### config.mk
export PLATFORM = sky130hd
export DESIGN_NAME = exe_mem_stage
export DESIGN_NICKNAME = d
export VERILOG_FILES = /design/src/rtl/exe_mem_pkg.sv /design/src/rtl/exe_mem_stage_skid.sv /design/src/rtl/exe_mem_stage.sv
export SDC_FILE = /design/constraint.sdc
export NUM_CORES = 1
export LEC_CHECK = 0
export ABC_AREA = 1
export BUFFER_PORTS_ARGS = -buffer_cell sky130_fd_sc_hd__buf_2
export CAP_MARGIN = 30
export CORE_ASPECT_RATIO = 0.75
export CORE_UTILIZATION = 40
export DETAILED_ROUTE_END_ITERATION = 12
export SYNTH_ARGS = -nofsm -noshare
export SYNTH_HDL_FRONTEND = slang
export SYNTH_SLANG_ARGS = --single-unit
### constraint.sdc
create_clock -name clk -period 1.9 [get_ports clk]
set_clock_uncertainty 0.1 [all_clocks]
set_input_delay 0.285 -clock clk [delete_from_list [all_inputs] [get_ports clk]]
set_output_delay 0.285 -clock clk [all_outputs]
set_load 0.02 [all_outputs]
### src/rtl/exe_mem_pkg.sv
// rtl/exe_mem_pkg.sv - shared types, state encoding and default widths for the EX/MEM stage
package exe_mem_pkg;

  localparam int DEF_DATA_W = 64;
  localparam int DEF_PC_W   = 12;
  localparam int DEF_REG_W  = 6;

  typedef struct packed {
    logic mem2reg;
    logic ctrl_regwr;
    logic memrd;
    logic memwr;
    logic branch;
  } em_ctrl_t;

  localparam int CTRL_W = $bits(em_ctrl_t);

  typedef enum logic [1:0] {
    EMPTY = 2'd0,
    ONE   = 2'd1,
    TWO   = 2'd2
  } skid_state_t;

  // Control bits must never reach the memory stage without a valid entry.
  function automatic em_ctrl_t gate_ctrl(input em_ctrl_t ctrl, input logic valid);
    return valid ? ctrl : '0;
  endfunction

endpackage

### src/rtl/exe_mem_stage_skid.sv
// rtl/exe_mem_stage_skid.sv - generic two-entry valid/ready skid buffer (pipe_skid_buf)
module pipe_skid_buf
  import exe_mem_pkg::*;
#(
  parameter int W = 8
) (
  input  logic         clk,
  input  logic         rst,
  input  logic         flush,
  input  logic [W-1:0] s_tdata,
  input  logic         s_tvalid,
  output logic         s_tready,
  output logic [W-1:0] m_tdata,
  output logic         m_tvalid,
  input  logic         m_tready
);

  skid_state_t  state_q;
  skid_state_t  state_d;
  logic         ready_q;
  logic [W-1:0] main_q;
  logic [W-1:0] skid_q;
  logic         in_fire;
  logic         out_fire;
  logic         load_main;
  logic         load_skid;
  logic         skid_to_main;

  // Ready comes straight from a flop so downstream ready never reaches upstream combinationally.
  assign s_tready = ready_q;
  assign m_tvalid = (state_q != EMPTY);
  assign m_tdata  = main_q;
  assign in_fire  = s_tvalid & ready_q;
  assign out_fire = m_tvalid & m_tready;

  // Next-state and datapath steering; flush empties the buffer and drops any same-cycle input.
  always_comb begin
    state_d      = state_q;
    load_main    = 1'b0;
    load_skid    = 1'b0;
    skid_to_main = 1'b0;
    if (flush) begin
      state_d = EMPTY;
    end else begin
      case (state_q)
        EMPTY: begin
          if (in_fire) begin
            state_d   = ONE;
            load_main = 1'b1;
          end
        end
        ONE: begin
          if (in_fire && out_fire) begin
            load_main = 1'b1;
          end else if (in_fire) begin
            state_d   = TWO;
            load_skid = 1'b1;
          end else if (out_fire) begin
            state_d = EMPTY;
          end
        end
        TWO: begin
          if (out_fire) begin
            state_d      = ONE;
            skid_to_main = 1'b1;
          end
        end
        default: state_d = EMPTY;
      endcase
    end
  end

  // State register and registered ready; ready stays low through reset and rises one edge later.
  always_ff @(posedge clk) begin
    if (rst) begin
      state_q <= EMPTY;
      ready_q <= 1'b0;
    end else begin
      state_q <= state_d;
      ready_q <= (state_d != TWO);
    end
  end

  // Payload storage; MAIN holds its last value when the buffer drains or flushes.
  always_ff @(posedge clk) begin
    if (rst) begin
      main_q <= '0;
      skid_q <= '0;
    end else begin
      if (load_main) begin
        main_q <= s_tdata;
      end else if (skid_to_main) begin
        main_q <= skid_q;
      end
      if (load_skid) begin
        skid_q <= s_tdata;
      end
    end
  end

endmodule

### src/rtl/exe_mem_stage.sv
// rtl/exe_mem_stage.sv - EX/MEM pipeline register with skid buffering; EXE_MEM_FWD_EN adds EX bypass outputs
module exe_mem_stage
  import exe_mem_pkg::*;
#(
  parameter int DATA_W = DEF_DATA_W,
  parameter int PC_W   = DEF_PC_W,
  parameter int REG_W  = DEF_REG_W
) (
  input  logic              clk,
  input  logic              rst,
  input  logic              flush,
  input  logic              e_valid,
  output logic              e_ready,
  input  logic              e_mem2reg,
  input  logic              e_ctrl_regwr,
  input  logic              e_memrd,
  input  logic              e_memwr,
  input  logic              e_branch,
  input  logic              e_zero,
  input  logic [PC_W-1:0]   e_pc_out,
  input  logic [DATA_W-1:0] e_alu_out,
  input  logic [DATA_W-1:0] e_read_data2,
  input  logic [REG_W-1:0]  e_wr_reg,
  output logic              em_valid,
  input  logic              m_ready,
  output logic              em_mem2reg,
  output logic              em_ctrl_regwr,
  output logic              em_memrd,
  output logic              em_memwr,
  output logic              em_branch,
  output logic              em_zero,
  output logic              em_br_taken,
  output logic [PC_W-1:0]   em_pc_out,
  output logic [DATA_W-1:0] em_alu_out,
  output logic [DATA_W-1:0] em_read_data2,
  output logic [REG_W-1:0]  em_wr_reg
`ifdef EXE_MEM_FWD_EN
  ,
  output logic              em_fwd_en,
  output logic [REG_W-1:0]  em_fwd_reg,
  output logic [DATA_W-1:0] em_fwd_data
`endif
);

  typedef struct packed {
    em_ctrl_t            ctrl;
    logic                br_taken;
    logic                zero;
    logic [PC_W-1:0]     pc;
    logic [DATA_W-1:0]   alu;
    logic [DATA_W-1:0]   rd2;
    logic [REG_W-1:0]    wr_reg;
  } em_entry_t;

  localparam int PAY_W = $bits(em_entry_t);

  em_entry_t in_entry;
  em_entry_t main_entry;
  em_ctrl_t  ctrl_out;

  // Pack the execute-stage fields; branch outcome is resolved here so it travels with the entry.
  always_comb begin
    in_entry                 = '0;
    in_entry.ctrl.mem2reg    = e_mem2reg;
    in_entry.ctrl.ctrl_regwr = e_ctrl_regwr;
    in_entry.ctrl.memrd      = e_memrd;
    in_entry.ctrl.memwr      = e_memwr;
    in_entry.ctrl.branch     = e_branch;
    in_entry.br_taken        = e_branch & e_zero;
    in_entry.zero            = e_zero;
    in_entry.pc              = e_pc_out;
    in_entry.alu             = e_alu_out;
    in_entry.rd2             = e_read_data2;
    in_entry.wr_reg          = e_wr_reg;
  end

  pipe_skid_buf #(
    .W (PAY_W)
  ) u_skid (
    .clk      (clk),
    .rst      (rst),
    .flush    (flush),
    .s_tdata  (in_entry),
    .s_tvalid (e_valid),
    .s_tready (e_ready),
    .m_tdata  (main_entry),
    .m_tvalid (em_valid),
    .m_tready (m_ready)
  );

  // Unpack MAIN; control bits are gated by valid, data fields simply hold.
  always_comb begin
    ctrl_out      = gate_ctrl(main_entry.ctrl, em_valid);
    em_mem2reg    = ctrl_out.mem2reg;
    em_ctrl_regwr = ctrl_out.ctrl_regwr;
    em_memrd      = ctrl_out.memrd;
    em_memwr      = ctrl_out.memwr;
    em_branch     = ctrl_out.branch;
    em_br_taken   = main_entry.br_taken & em_valid;
    em_zero       = main_entry.zero;
    em_pc_out     = main_entry.pc;
    em_alu_out    = main_entry.alu;
    em_read_data2 = main_entry.rd2;
    em_wr_reg     = main_entry.wr_reg;
  end

`ifdef EXE_MEM_FWD_EN
  // EX-hazard bypass: only a register-writing ALU result with a non-zero destination may forward.
  always_comb begin
    em_fwd_en   = em_valid & em_ctrl_regwr & ~em_mem2reg & (em_wr_reg != '0);
    em_fwd_reg  = em_wr_reg;
    em_fwd_data = em_alu_out;
  end
`endif

endmodule

---- Word-level counts from Yosys, hierarchy flattened ----
Index checks and enable logic that the tools add are counted.
cells by class
  $mul .................................... 0
  equality and inequality tests ........... 3
  reduce and logical (&&, ||, !) cells .... 4
  order comparisons ....................... 0
  mux-type cells .......................... 20
  shifts and indexed selects .............. 0
  bitwise operators ....................... 4
  div/mod/pow operators ................... 0
  $add $sub $neg .......................... 0
operator list
  operator              number
  $mux W153             2
  $mux W2               6
  $mux W1               9
  $pmux W2 S3           1
  $mux W5               1
  $and A1 B1 Y1         4
  $reduce_bool A2 Y1    2
  $eq A2 B1 Y1 const B  1
  $eq A2 B2 Y1 const B  1
  $logic_not A2 Y1      1
  $ne A2 B2 Y1 const B  1
  $pmux W1 S2           1
  $logic_and A1 B1 Y1   1
word-level totals
  output and inout bits ................... 155
  word-level logic and storage cells ...... 35
  register bits ........................... 309
  RAM bits ................................ 0
  memories ................................ 0
  memory bits (read-only) ................. 0
  bits of input ports ..................... 157
  bits in latches ......................... 0

---- Depth between registers and ports, before layout ----
  depth after elaboration ................. 8
  depth in mapped cells ................... 10
  mapped depth without buffers ............ 7

---- Modules after synthesis ----
A second synthesis with hierarchy kept.
unflattened totals
  cell total of the unflattened synthesis .. 2062
  area, all modules ....................... 13870.8 um^2
modules (own cells, without submodules)
  module         area each (um^2)  sequential area each (um^2)  cells each  instances
  pipe_skid_buf  13818.3           6185.9                       2048        1
  exe_mem_stage  52.6              0.0                          14          1

---- Worst setup path before layout ----
Ideal clock, no wire load.
  kind .................................... reg2reg
  start point ............................. register u_skid.ready_q, in the netlist u_skid.s_tready
  end point ............................... register u_skid.skid_q[100]
  cell stages (with the launch flop) ...... 9
  data arrival time ....................... 1437 ps
  buffers on the path ..................... 3
  required time ........................... 1684 ps
  slack ................................... 247 ps
  clock period less this slack ............ 1653 ps
  library setup time ...................... 116 ps
  cell sequence ........................... dfxtp_1 -> nand3_2 -> nor2_2 -> nand3_1 -> buf_2 -> buf_4 -> clkbuf_2 -> o21ai_0 -> nor2_1
on the way
  cells in the longest elaborated chain, start to end .. 5
  elaborated cells on any way between the ends .. 6
  classes of those cells .................. mux: 4; bitwise: 1; reduce/logical: 1
ends and longest elaborated chain
  element                                         RTL line                                            RTL
  from (decl)                                     exe_mem_stage_skid.sv:20                            logic ready_q;
  from (signal assigned)                          exe_mem_stage_skid.sv:80                            ready_q <= (state_d != TWO);
  $and A1 B1 Y1 *                                 exe_mem_stage_skid.sv:33                            assign in_fire = s_tvalid & ready_q;
  $mux W1 or $logic_and A1 B1 Y1 (tied branches)  exe_mem_stage_skid.sv:55, exe_mem_stage_skid.sv:53
  $mux W1 *                                       exe_mem_stage_skid.sv:53                            if (in_fire && out_fire) begin
  $mux W1 *                                       exe_mem_stage_skid.sv:45                            case (state_q)
  $mux W1 *                                       exe_mem_stage_skid.sv:42                            if (flush) begin
  to (signal assigned)                            exe_mem_stage_skid.sv:96                            skid_q <= s_tdata;
  to (decl)                                       exe_mem_stage_skid.sv:22                            logic [W-1:0] skid_q;
Every way passes the cells marked *; elsewhere a longest branch is shown, timed or not.
A chain may end at the register's enable or synchronous reset.

---- Worst setup path after layout ----
  start point ............................. register u_skid.state_q[0]
  end point ............................... output em_ctrl_regwr
on the way
  cells in the longest elaborated chain, start to end .. 2
ends and longest elaborated chain
  element                 RTL line                  RTL
  from (decl)             exe_mem_stage_skid.sv:18  skid_state_t state_q;
  from (signal assigned)  exe_mem_stage_skid.sv:79  state_q <= state_d;
  $reduce_bool A2 Y1      exe_mem_stage_skid.sv:31  assign m_tvalid = (state_q != EMPTY);
  $mux W5                 exe_mem_pkg.sv:26         return valid ? ctrl : '0;
  to (decl)               exe_mem_stage.sv:27       output logic em_ctrl_regwr,
Every way passes these cells.

==> flow_summary.json <==
{
  "cts_buffers": 35,
  "chipHeight_um": 168,
  "clkLatencyLatePin_ns": 0.52,
  "synthToLayoutAreaGrowth_pct": 27.1,
  "final_max_slew_viol_count": 0,
  "grt_pass1_wl_um": 71100,
  "antenna_found_initial": 4,
  "drtPass1Iterations": 5,
  "dp_hpwl_um": 26300,
  "portBuffers": 311,
  "clk_pin_slew_ns": 0.06,
  "p_total_mw": 15.4,
  "worst_slack_ns": 0.0402,
  "cts_max_level": 2,
  "worstSetupPathType": "reg2out",
  "critPathMaxFanout": 6,
  "n_fill_cell": 3471,
  "postRouteAntennaNets": 0,
  "status": "complete, no violations",
  "synth_area_leaders": "dfxtp_1 (42%), nand2_1 (12%), nand3_1 (10%)",
  "fmax_ghz": 0.538,
  "hold_viol_final": 0,
  "rsz0062_at_grt": "yes",
  "cts_root_buf": "clkbuf_16",
  "dr.first_iter.drc_count": 934,
  "tritoncts": "done",
  "synth_ff_type": "dfxtp_1",
  "min_period_over_period_pct": 97.9,
  "layout-drive-gt1-share_pct": 18.3,
  "synth_top_area_share_pct": 42.0,
  "timing.rr.end": "u_skid.m_tdata[109]",
  "worstHoldPathType": "in2reg",
  "rows": 60,
  "synth_area_mm2": 0.0147,
  "grt_max_degree": 116,
  "nNetsFinal": 2587,
  "worstMarginPinSlew_ns": 0.619,
  "max_slew_margin_pct": 58.7,
  "gp_congestion": 0.791,
  "syn_avg_cell_area_um2": 6.72,
  "ys_types": 26,
  "hold-worst-slack_ns": 0.0145,
  "maxCapViolations": 0,
  "ff2ff_setup_slack_ns": 0.04,
  "io_pins": 312,
  "die-area_mm2": 0.0376,
  "wl_per_cell_um": 15.9,
  "synth_common_cells": "nand2_1 (466), nor2_1 (314), dfxtp_1 (309), nand3_1 (308), inv_1 (162)",
  "p_leak_nw": 8.70,
  "p_per_area_mw_per_mm2": 823,
  "track_usage_pct": 23.2,
  "setup.worst_path.start_class": "flip-flop",
  "cp.required_ns": 1.51,
  "synth_top_area_cell": "dfxtp_1",
  "vdd_drop_max_mv": 0.578,
  "worstSetupEndpoint": "em_ctrl_regwr",
  "grt_pass1_vias": 13100,
  "grt-ovfl-total": 0,
  "yosysSeqAreaShare_pct": 42.0,
  "coreArea_mm2": 0.0360,
  "clockBufferDepth": 3,
  "yosysWarnings": 0,
  "cp-startpoint": "u_skid.state_q[0]",
  "synthArstFlopShare_pct": 0,
  "setup_viol": 0,
  "pre_cts_ws_ns": 0.0231,
  "rr_worst_depth": 11,
  "cp_data_arrival_time_ns": 1.47,
  "synth_fp_nets": 2348,
  "fp.dieW_um": 224,
  "final_util_pct": 52.0,
  "start_util_pct": 40.9,
  "end_kind": "output pin",
  "routed_wl_um": 46500,
  "synth_cells": 2191,
  "setup_tns_ns": 0,
  "route.detailed.vias_per_inst": 4.94,
  "crit-reg2reg-launch": "u_skid.state_q[1]",
  "vias": 14400,
  "route.detailed.drc": 0,
  "ys_seq_elements": 309,
  "period_minus_slack_ns": 1.86,
  "clock-sinks": 309,
  "synth_edf_count": 0,
  "yosysMostFrequentCell": "nand2_1"
}
==> per-stage QoR <==
stage	std cells	area [µm²]
2_1_floorplan	2191	14700
3_3_place_gp	2693	15600
3_5_place_dp	2693	15600
4_1_cts	2904	18300
5_1_grt	2919	18700
6_report	2920	18700
==> worst max-delay path, stage by stage (launching register included) <==
cell and delay (ns):
dfxtp_4 0.36, buf_6 0.12, nor2_4 0.12, buf_8 0.15, nor2_1 0.05, buf_2 0.16
==> area by class of cell <==
type	instances	area, µm²	area share (%)
multi-input cells	1404	6220	33.2
flip-flops and latches	309	6190	33.1
repair buffers	514	3960	21.1
clock buffers	50	1010	5.42
inverters	166	633	3.38
well taps	465	582	3.11
clock inverters	8	115	0.615
diodes	4	10.0	0.0535
==> repair_timing <==
item / 4_1_cts / 5_1_grt
pin swaps: 0 / 5
hold endpoints to repair: 152 / 0
resized for setup: 15 / 46
setup buffers: 1 / 4
hold buffers: 152 / 0
setup endpoints to repair: 9 / 176
gates cloned: 0 / 8
==> cell families after synthesis <==
kind of cell | share of synthesized area [%]
AOI/OAI and AO/OA | 10.5
buffers and inverters | 16.8
DFF | 42.0
and+or+nand+nor | 30.7
==> where the power goes <==
part	internal (mW)	switching, mW
combinational	0.781	1.05
sequential	6.68	0.116
clock	4.10	2.67
==> cell usage in the layout (no fill, tap or decap), types with 9 or more instances in the layout <==
cell type / n
a21oi_1: 143
a21oi_2: 10
buf_12: 17
buf_2: 305
buf_4: 12
buf_6: 15
clkbuf_1: 9
clkbuf_16: 45
dfxtp_1: 307
dlygate4sd3_1: 152
inv_1: 162
nand2_1: 457
nand2_2: 9
nand3_1: 307
nor2_1: 308
o21ai_0: 143
o21ai_1: 10
==> metal layers <==
metal	GRT usage [%]	share of wire (%)	vias up
met4	8.01	2.7	2
met2	37.3	47	420
met5	0	0.024	-
met3	3.66	5.4	93
met1	31.5	45	6649
li1	-	-	7264
==> state kept, by name (all words and copies together), names as in the netlist <==
| name | cells |
|---|---|
| u_skid.s_tready | 1 |
| u_skid.state_q | 2 |
| u_skid.m_tdata | 153 |
| u_skid.skid_q | 153 |
==> how the worst min path moves through the flow <==
| stage | slack [ns] | to | depth (start not counted) | startpoint |
|---|---|---|---|---|
| after global placement | 0.36 | u_skid.skid_q[75] | 2 | u_skid.skid_q[75] |
| final | 0.01 | u_skid.skid_q[56] | 3 | e_read_data2[50] |
| after floorplan | 0.33 | u_skid.skid_q[75] | 2 | e_alu_out[5] |
| after detailed placement | 0.37 | u_skid.m_tdata[84] | 2 | u_skid.m_tdata[84] |
| after global routing | 0.04 | u_skid.skid_q[56] | 3 | e_read_data2[50] |
| after CTS | 0.007 | u_skid.skid_q[148] | 3 | e_branch |
Note: power is estimated with default switching activity, not from simulation.
